<file path="config.mk">
export PLATFORM = sky130hd
export DESIGN_NAME = cp0_exc_ctrl
export DESIGN_NICKNAME = d
export VERILOG_FILES = /design/src/rtl/cp0_exc_ctrl.sv
export SDC_FILE = /design/constraint.sdc
export NUM_CORES = 1
export LEC_CHECK = 0
export CAP_MARGIN = 25
export CELL_PAD_IN_SITES_DETAIL_PLACEMENT = 1
export CELL_PAD_IN_SITES_GLOBAL_PLACEMENT = 2
export CORE_MARGIN = 3
export CORE_UTILIZATION = 23
export CTS_CLUSTER_SIZE = 20
export DETAILED_ROUTE_END_ITERATION = 7
export PLACE_DENSITY_LB_ADDON = 0.3
export SKIP_LAST_GASP = 1
export SYNTH_ARGS = -nofsm -noshare
export SYNTH_HDL_FRONTEND = slang
export SYNTH_SLANG_ARGS = --single-unit
</file>
<file path="constraint.sdc">
create_clock -name clk -period 2.9 [get_ports clk]
set_input_delay 0.58 -clock clk [delete_from_list [all_inputs] [get_ports clk]]
set_output_delay 0.58 -clock clk [all_outputs]
set_load 0.02 [all_outputs]
</file>
<file path="src/rtl/cp0_exc_ctrl.sv">
// cp0_exc_ctrl: CP0 Status/Cause/EPC holder and exception/interrupt arbiter for the single-cycle MIPS core
//
// Redirects the PC to EXC_VECTOR on an enabled synchronous exception or a taken interrupt,
// or to EPC on eret. Cancels the writeback of an instruction that raises a synchronous exception.
// Optional feature macro: CP0_TIMER_INTR_EN adds Count(9)/Compare(11) and a timer interrupt.
//
// Ports
//   clk            core clock, rising edge
//   clrn           asynchronous active-low reset
//   pc_i / npc_i   current instruction address / fall-through next address
//   intr_i         asynchronous external interrupt level
//   is_*_i         decoded mfc0, mtc0, eret, syscall, unimplemented opcode
//   alu_ovf_i      signed overflow this cycle
//   is_branch_i    current instruction has a delay slot following it
//   in_dslot_i     current instruction sits in a delay slot
//   cp0_rd_i       CP0 register number for mfc0/mtc0
//   cp0_wdata_i    mtc0 write data
//   cp0_rdata_o    mfc0 read data (combinational, pre-edge value)
//   pc_sel_o       00 npc, 01 EPC, 10 exc_target
//   exc_target_o   exception vector
//   epc_out_o      current EPC
//   wb_cancel_o    suppress the current instruction's writeback
//   inta_o         one-cycle interrupt acknowledge
//   status_out_o   current Status
//   cause_out_o    current Cause
module cp0_exc_ctrl #(
   parameter logic [31:0] EXC_VECTOR   = 32'h0000_0008,
   parameter logic [31:0] STATUS_RESET = 32'h0000_0000
) (
   input  logic        clk,
   input  logic        clrn,
   input  logic [31:0] pc_i,
   input  logic [31:0] npc_i,
   input  logic        intr_i,
   input  logic        is_mfc0_i,
   input  logic        is_mtc0_i,
   input  logic        is_eret_i,
   input  logic        is_syscall_i,
   input  logic        is_unimpl_i,
   input  logic        alu_ovf_i,
   input  logic        is_branch_i,
   input  logic        in_dslot_i,
   input  logic [4:0]  cp0_rd_i,
   input  logic [31:0] cp0_wdata_i,
   output logic [31:0] cp0_rdata_o,
   output logic [1:0]  pc_sel_o,
   output logic [31:0] exc_target_o,
   output logic [31:0] epc_out_o,
   output logic        wb_cancel_o,
   output logic        inta_o,
   output logic [31:0] status_out_o,
   output logic [31:0] cause_out_o
);

   localparam logic [4:0] REG_STATUS = 5'd12;
   localparam logic [4:0] REG_CAUSE  = 5'd13;
   localparam logic [4:0] REG_EPC    = 5'd14;

   logic [31:0] status_q, status_d;
   logic [31:0] epc_q, epc_d;
   logic        bd_q, bd_d;
   logic [1:0]  code_q, code_d;
   logic [1:0]  sync_q;
   logic        lvl_q;
   logic        pend_q, pend_d;
   logic        inta_q;

   logic        sys_e, uni_e, ovf_e, exc, int_take, timer_p;
   logic [1:0]  exc_code;
   logic [31:0] timer_rdata;
   logic        wr_status, wr_cause, wr_epc;

   assign sys_e    = is_syscall_i & status_q[1];
   assign uni_e    = is_unimpl_i  & status_q[2];
   assign ovf_e    = alu_ovf_i    & status_q[3];
   assign exc      = sys_e | uni_e | ovf_e;
   assign exc_code = uni_e ? 2'b10 : sys_e ? 2'b01 : 2'b11;
   // Interrupts are held off while a branch is followed by its delay slot, and during eret,
   // so EPC=npc always names a restartable instruction.
   assign int_take = (pend_q | timer_p) & status_q[0] & ~exc & ~is_branch_i & ~is_eret_i;

   assign wr_status = is_mtc0_i & (cp0_rd_i == REG_STATUS);
   assign wr_cause  = is_mtc0_i & (cp0_rd_i == REG_CAUSE);
   assign wr_epc    = is_mtc0_i & (cp0_rd_i == REG_EPC);

`ifdef CP0_TIMER_INTR_EN
   logic [31:0] count_q, count_d, compare_q, compare_d;
   logic        timer_q, timer_d;
   logic        wr_count, wr_compare;

   assign wr_count   = is_mtc0_i & (cp0_rd_i == 5'd9);
   assign wr_compare = is_mtc0_i & (cp0_rd_i == 5'd11);

   always_comb begin
      count_d   = wr_count ? cp0_wdata_i : count_q + 32'd1;
      compare_d = wr_compare ? cp0_wdata_i : compare_q;
      // A Compare write is the only way to drop the timer request.
      timer_d   = wr_compare ? 1'b0 :
                  ((count_q == compare_q) && (compare_q != 32'd0)) ? 1'b1 : timer_q;
   end

   always_ff @(posedge clk or negedge clrn) begin
      if (!clrn) begin
         count_q   <= '0;
         compare_q <= '0;
         timer_q   <= 1'b0;
      end else begin
         count_q   <= count_d;
         compare_q <= compare_d;
         timer_q   <= timer_d;
      end
   end

   assign timer_p     = timer_q;
   assign timer_rdata = (cp0_rd_i == 5'd9) ? count_q : (cp0_rd_i == 5'd11) ? compare_q : 32'd0;
`else
   assign timer_p     = 1'b0;
   assign timer_rdata = 32'd0;
`endif

   always_comb begin
      // Exception/interrupt updates take priority over an mtc0 to the same register.
      status_d = (exc | int_take) ? {status_q[27:0], 4'h0} :
                 is_eret_i        ? {4'h0, status_q[31:4]} :
                 wr_status        ? cp0_wdata_i : status_q;
      bd_d     = exc ? in_dslot_i : int_take ? 1'b0 : wr_cause ? cp0_wdata_i[31] : bd_q;
      code_d   = exc ? exc_code : int_take ? 2'b00 : wr_cause ? cp0_wdata_i[3:2] : code_q;
      epc_d    = exc      ? (in_dslot_i ? pc_i - 32'd4 : pc_i) :
                 int_take ? npc_i :
                 wr_epc   ? cp0_wdata_i : epc_q;
      // A new synced rising edge wins over the clear caused by taking the interrupt.
      pend_d   = (sync_q[1] & ~lvl_q) | (pend_q & ~int_take);
   end

   always_ff @(posedge clk or negedge clrn) begin
      if (!clrn) begin
         status_q <= STATUS_RESET;
         epc_q    <= '0;
         bd_q     <= 1'b0;
         code_q   <= 2'b00;
         sync_q   <= 2'b00;
         lvl_q    <= 1'b0;
         pend_q   <= 1'b0;
         inta_q   <= 1'b0;
      end else begin
         status_q <= status_d;
         epc_q    <= epc_d;
         bd_q     <= bd_d;
         code_q   <= code_d;
         sync_q   <= {sync_q[0], intr_i};
         lvl_q    <= sync_q[1];
         pend_q   <= pend_d;
         inta_q   <= int_take;
      end
   end

   assign cause_out_o  = {bd_q, 15'd0, timer_p, 6'd0, pend_q, 4'd0, code_q, 2'b00};
   assign status_out_o = status_q;
   assign epc_out_o    = epc_q;
   assign exc_target_o = EXC_VECTOR;
   assign inta_o       = inta_q;
   assign wb_cancel_o  = exc;
   assign pc_sel_o     = (exc | int_take) ? 2'b10 : is_eret_i ? 2'b01 : 2'b00;
   assign cp0_rdata_o  = !is_mfc0_i                ? 32'd0 :
                         (cp0_rd_i == REG_STATUS)  ? status_q :
                         (cp0_rd_i == REG_CAUSE)   ? cause_out_o :
                         (cp0_rd_i == REG_EPC)     ? epc_q : timer_rdata;

endmodule
</file>
==> results of run 1 <==
## flip-flops by register name (all words and copies together), names as in the netlist
name	flops
epc_out_o	32
lvl_q	1
pend_q	1
sync_q	2
code_q	2
inta_o	1
status_out_o	32
bd_q	1
## worst min path at each step
stage	start	endpoint	slack, ps
finish	clrn	status_out_o[16]	210
detailed placement	sync_q[0]	sync_q[1]	340
floorplan	clrn	bd_q	280
global placement	sync_q[0]	sync_q[1]	330
global route	clrn	status_out_o[16]	260
CTS	clrn	status_out_o[16]	240
## metal layers
metal	wire, um	up-vias	GRT usage (%)
met1	13200	2996	26.5
met3	903	20	1.86
met2	13300	154	31.7
li1	-	2973	-
met5	0	-	0
met4	389	0	5.45
## metrics by stage
stage          utilization, %  instances  hold slack, ps
2_1_floorplan               -        759             284
3_3_place_gp             34.3       1261             334
3_5_place_dp             34.3       1261             339
4_1_cts                  35.4       1278             243
5_1_grt                  35.4       1283             255
6_report                 35.4       1283             215
## power breakdown
group          leakage [nW]  internal, mW  total, mW  switching (mW)
sequential            0.848          1.50       2.20           0.696
clock                 0.159         0.760       1.19           0.433
combinational          2.81          2.16       4.65            2.48
## cell families after synthesis
logic type               Yosys count  synth area share, %
buffers and inverters            140                 13.2
flip-flops                        72                 30.5
AO/OA/AOI/OAI                    196                 21.7
other                              2                0.127
XOR/XNOR                           5                0.742
multiplexers                      89                 15.6
adder cells (fa/ha/maj)            1                0.212
AND/OR/NAND/NOR                  196                 17.9
## placed cells by master, fill, tap and decap left out, types with 10 or more instances in the layout
cell type,instances
a21oi_1,51
a31o_2,14
buf_4,74
clkdlybuf4s50_1,176
conb_1,60
dfrtp_1,72
dlygate4sd2_1,18
inv_1,22
mux2_2,26
mux2i_1,63
nand2_1,41
nand3_1,18
nor2_1,55
nor3_1,10
nor4_1,11
o211ai_1,19
o21ai_0,44
or4_1,12
## repair_timing
item | 4_1_cts | 5_1_grt
resized for setup | 34 | 28
pin swaps | 2 | 1
setup endpoints to repair | 35 | 22
buffers inserted | 1 | 1
## synthesized netlist by cell type (3+ instances only)
master,instances
nor3_1,10
or4_1,12
o21ai_0,47
o211ai_1,19
buf_4,64
clkbuf_1,37
xor2_1,4
mux2_2,26
nand3b_1,4
inv_1,22
buf_1,4
buf_2,11
and4_1,3
a211oi_1,6
nor4bb_1,3
and3_1,4
nor2_1,55
a22o_1,4
or3_1,8
o31ai_1,7
dfrtp_1,72
mux2i_1,63
o311ai_0,9
a21oi_1,51
a311oi_1,7
nand3_1,18
nand2_1,41
nand4b_1,7
a21o_1,5
nor4_1,11
nand4_1,5
a31oi_1,9
a31o_2,14
## layout make-up
type | instances | area, um2
Fill cell | 2950 | 16300
Multi-Input combinational cell | 547 | 3590
Timing Repair Buffer | 291 | 2700
Sequential cell | 72 | 1800
Tap cell | 330 | 413
Clock buffer | 14 | 284
Inverter | 23 | 86.3
Clock inverter | 2 | 35.0
Antenna cell | 4 | 10.0
==> impl_metrics.tcl, run 1 <==
set metrics [dict create \
    status "finished clean" \
    power.density_nw_per_um2 901 \
    htree_levels 3 \
    io_buffers 215 \
    grtUsageTotal_pct 19.1 \
    critPathKind "input pin to output port" \
    gr-total-overflow 0 \
    ant_nets 0 \
    synthCells 701 \
    hp-class "input pin to asynchronous set/reset pin" \
    ys_warn_count 0 \
    arrival_ps 2240 \
    syn_area_um2 5900 \
    grt_pass1_vias 6322 \
    p_total_mw 8.03 \
    required_ps 2320 \
    synth_cell_types 62 \
    drive_gt1_share_pct 15.9 \
    cts_tree "done" \
    timing.final.ws_setup_ps 81.6 \
    grt_max_degree 52 \
    initial_utilization_pct 23.4 \
    worst_r2r_path_depth 9 \
    critPathTopFamily "buffers and inverters" \
    final_nets 1057 \
    ir_worst_vdd_mv 0.416 \
    totalWireLength_mm 27.7 \
    synth_area_leaders "dfrtp_1 (31%), mux2i_1 (11%), buf_4 (8.1%)" \
    cts_sinks 72 \
    yosysSeqAreaShare_pct 30.5 \
    critical_path_buf_inv_count 3 \
    cp.depth 6 \
    reg2reg_slack_ps 450 \
    die-width_um 166 \
    cts_buffer_depth 2 \
    pre_cts_slack_ps -274 \
    yosys.area.top_type "dfrtp_1" \
    fmax_ghz 0.355 \
    antenna_found_initial 4 \
    crit_end "cp0_rdata_o[17]" \
    hpwl_mm 22.3 \
    clk_latency_ps 340 \
    period_minus_slack_ps 2820 \
    slew_viol_final 0 \
    reg2reg_from "status_out_o[3]" \
    drt_first_pass_iters 4 \
    async_flop_share_pct 100 \
    initialDrtViolationCount 402 \
    dpl_cell_area_um2 8630 \
    fin_area_um2 8920 \
    synth_edf_count 0 \
    row_count 58 \
    report.final.hold_viol_count 0 \
    ios 276 \
    cp-start-kind "input pin" \
    startpoint "cp0_rd_i[3]" \
    wl_per_cell_um 21.6 \
    fp.dieH_um 166 \
    cap_violations 0 \
    setup_viol 0 \
    core_area_um2 25200 \
    rsz0062_at_grt "no" \
    yosys_most_used_dff "dfrtp_1" \
    worstSetupEndpointType "output port" \
    via_per_inst 4.79 \
    synth_top_area_share_pct 30.5 \
    cts_buffers 9 \
    syn_avg_cell_area_um2 8.42 \
    cts.clk_slew.worst_paths_ps 60 \
    timing.final.crit_share_pct 97.2 \
    num_vias 6143 \
    yosys_register_bits 72 \
    worst_slew_pin_slew_ps 555 \
    postCtsHoldBufs 0 \
    slew_headroom_pct 62.9 \
    cts_root_buf "clkbuf_16" \
    grt_first_pass_wirelength_mm 40.8 \
    setup_tns_ps 0 \
    area_growth_syn_to_layout_pct 51.0 \
    clock_skew_ps 8.52 \
    slowest_stage "clkdlybuf4s50_1" \
    gp_congestion 0.855 \
    r2r-end "status_out_o[15]" \
    critPathMaxFanout 28 \
    cp_cell_sequence "clkdlybuf4s50_1 -> nor4bb_4 -> nand2_1 -> buf_12 -> nor2_1 -> dlygate4sd2_1" \
    dieArea_um2 27600 \
    p_leak_nw 3.82 \
    slowest_delay_ps 510 \
    drc 0 \
]
Note: power is estimated with default switching activity, not from simulation.
==> inputs of run 2 (changes only) <==
--- a/constraint.sdc
+++ b/constraint.sdc
@@ -3,2 +3,2 @@
 set_output_delay 0.58 -clock clk [all_outputs]
-set_load 0.02 [all_outputs]
+set_load 0.1 [all_outputs]
==> run 2 against run 1 <==
Sequential share of layout area down 0.89 points. Critical path depth up 1. First-iteration DRC count up 13%. Setup slack better by 18 ps. Critical path type unchanged. Global-route usage up 0.92 points. Maximum frequency up 0.66%. Sequential cell count unchanged. Critical endpoint is now cp0_rdata_o[20]. Largest power group unchanged. Wire length up 2.6%. Count of clock-buffer cells in the layout down 2. Hold slack better by 2.5 ps. Via count up 1.9%.
==> impl_metrics.tcl, run 2 (same netlist as run 1, synthesis figures left out) <==
set metrics [dict create \
    fp.dieH_um 166 \
    grt_util_met2_pct 32.6 \
    area_growth_syn_to_layout_pct 58.0 \
    grt_pass1_vias 6425 \
    p_leak_nw 3.89 \
    fmax_ghz 0.357 \
    gr-total-overflow 0 \
    postCtsHoldBufs 0 \
    clock_skew_ps 9.31 \
    grt_max_degree 67 \
    slew_headroom_pct 60.1 \
    report.final.hold_viol_count 0 \
    via_per_inst 4.95 \
    hp-class "input pin to asynchronous set/reset pin" \
    drc 0 \
    power.density_nw_per_um2 1230 \
    core_area_um2 25200 \
    worstSetupEndpointType "output port" \
    initialDrtViolationCount 456 \
    num_vias 6259 \
    drt_first_pass_iters 7 \
    htree_levels 3 \
    initial_utilization_pct 23.4 \
    cap_violations 0 \
    critPathMaxFanout 28 \
    wl_per_cell_um 22.5 \
    timing.final.crit_share_pct 96.5 \
    setup_tns_ps 0 \
    ant_nets 0 \
    totalWireLength_mm 28.4 \
    hpwl_mm 22.5 \
    multi_input_area_um2 3850 \
    cts_buffers 9 \
    ios 276 \
    clk_latency_ps 340 \
    drive_gt1_share_pct 28.6 \
    cts_root_buf "clkbuf_16" \
    dpl.cell_count 1247 \
    grt_first_pass_wirelength_mm 42.8 \
    antenna_found_initial 2 \
    grtUsageTotal_pct 20.0 \
    grt_use_met3_pct 2.50 \
    status "finished clean" \
    timing.final.ws_setup_ps 100 \
    grt.met1_usage_pct 27.6 \
    fillers 2891 \
    final_cells 1265 \
    layout_common_cells "buf_4 (124), clkdlybuf4s50_1 (108), dfrtp_1 (72)" \
    gp_congestion 0.847 \
    die-width_um 166 \
    setup_viol 0 \
    ir_worst_vdd_mv 0.645 \
    period_minus_slack_ps 2800 \
    critPathKind "input pin to output port" \
    cp-start-kind "input pin" \
    cts_tree "done" \
    final_nets 1042 \
    cts.clk_slew.worst_paths_ps 60 \
    worst_slew_pin_slew_ps 598 \
    cts_buffer_depth 2 \
    arrival_ps 2220 \
    io_buffers 215 \
    regArea_um2 1800 \
    pre_cts_slack_ps -56.9 \
    grt.busiest_layer "met2" \
    mostFrequentLayoutCell "buf_4" \
    dieArea_um2 27600 \
    slew_viol_final 0 \
    p_total_mw 11.5 \
    required_ps 2320 \
    cts_sinks 72 \
    row_count 58 \
    rsz0062_at_grt "yes" \
]
run 2: through the flow:
| step | hold slack (ps) | cell area, um2 | utilization [%] |
|---|---|---|---|
| floorplan | 284 | 6390 | - |
| global placement | 345 | 8990 | 35.7 |
| detailed placement | 340 | 8990 | 35.7 |
| CTS | 231 | 9320 | 37.0 |
| global route | 247 | 9330 | 37.1 |
| finish | 217 | 9330 | 37.1 |
run 2: routing by layer:
metal | vias to the layer above | wire, um
li1 | 2936 | -
met4 | 0 | 756
met5 | - | 0
met1 | 3099 | 13000
met3 | 34 | 1120
met2 | 190 | 13500
run 2: critical path, cell delays in order:
cell             delay (ps)
clkdlybuf4s50_1         490
nor4bb_4                330
buf_6                   160
nand2_2                  70
buf_12                  220
nor2_4                  140
buf_12                  180
run 2: report_power, final:
part | internal [mW] | switching, mW
clock | 0.795 | 0.436
combinational | 2.03 | 5.92
sequential | 1.50 | 0.780
total | 4.32 | 7.14
run 2: final timing paths:
path	from	end	slack, ps	cells past startpoint
min in group clk	sync_q[0]	sync_q[1]	360	0
max in group asynchronous	clrn	sync_q[0]	2000	2
worst min register to register	sync_q[0]	sync_q[1]	360	0
worst max-delay path	cp0_rd_i[4]	cp0_rdata_o[20]	100	7
worst max register to register	status_out_o[3]	epc_out_o[24]	610	6
worst min-delay path	clrn	status_out_o[17]	220	1
run 2: layout make-up:
type                       instances  share of cell area [%]
timing repair buffer             276                    30.6
clock inverter                     3                   0.697
clock buffer                      12                    2.75
tap                              330                    4.43
inverter                          23                   0.925
sequential                        72                    19.3
multi-input combinational        547                    41.2
antenna                            2                  0.0536
run 2: repair_timing:
item,4_1_cts,5_1_grt
setup buffers,1,0
setup endpoints to repair,5,17
resized for setup,0,5
pin swaps,1,0
==> inputs of run 3 (changes only) <==
CTS_CLUSTER_DIAMETER = 60   (was default)
==> results of run 3 <==
Final layout, timing and power as in run 2 (identical DEF).
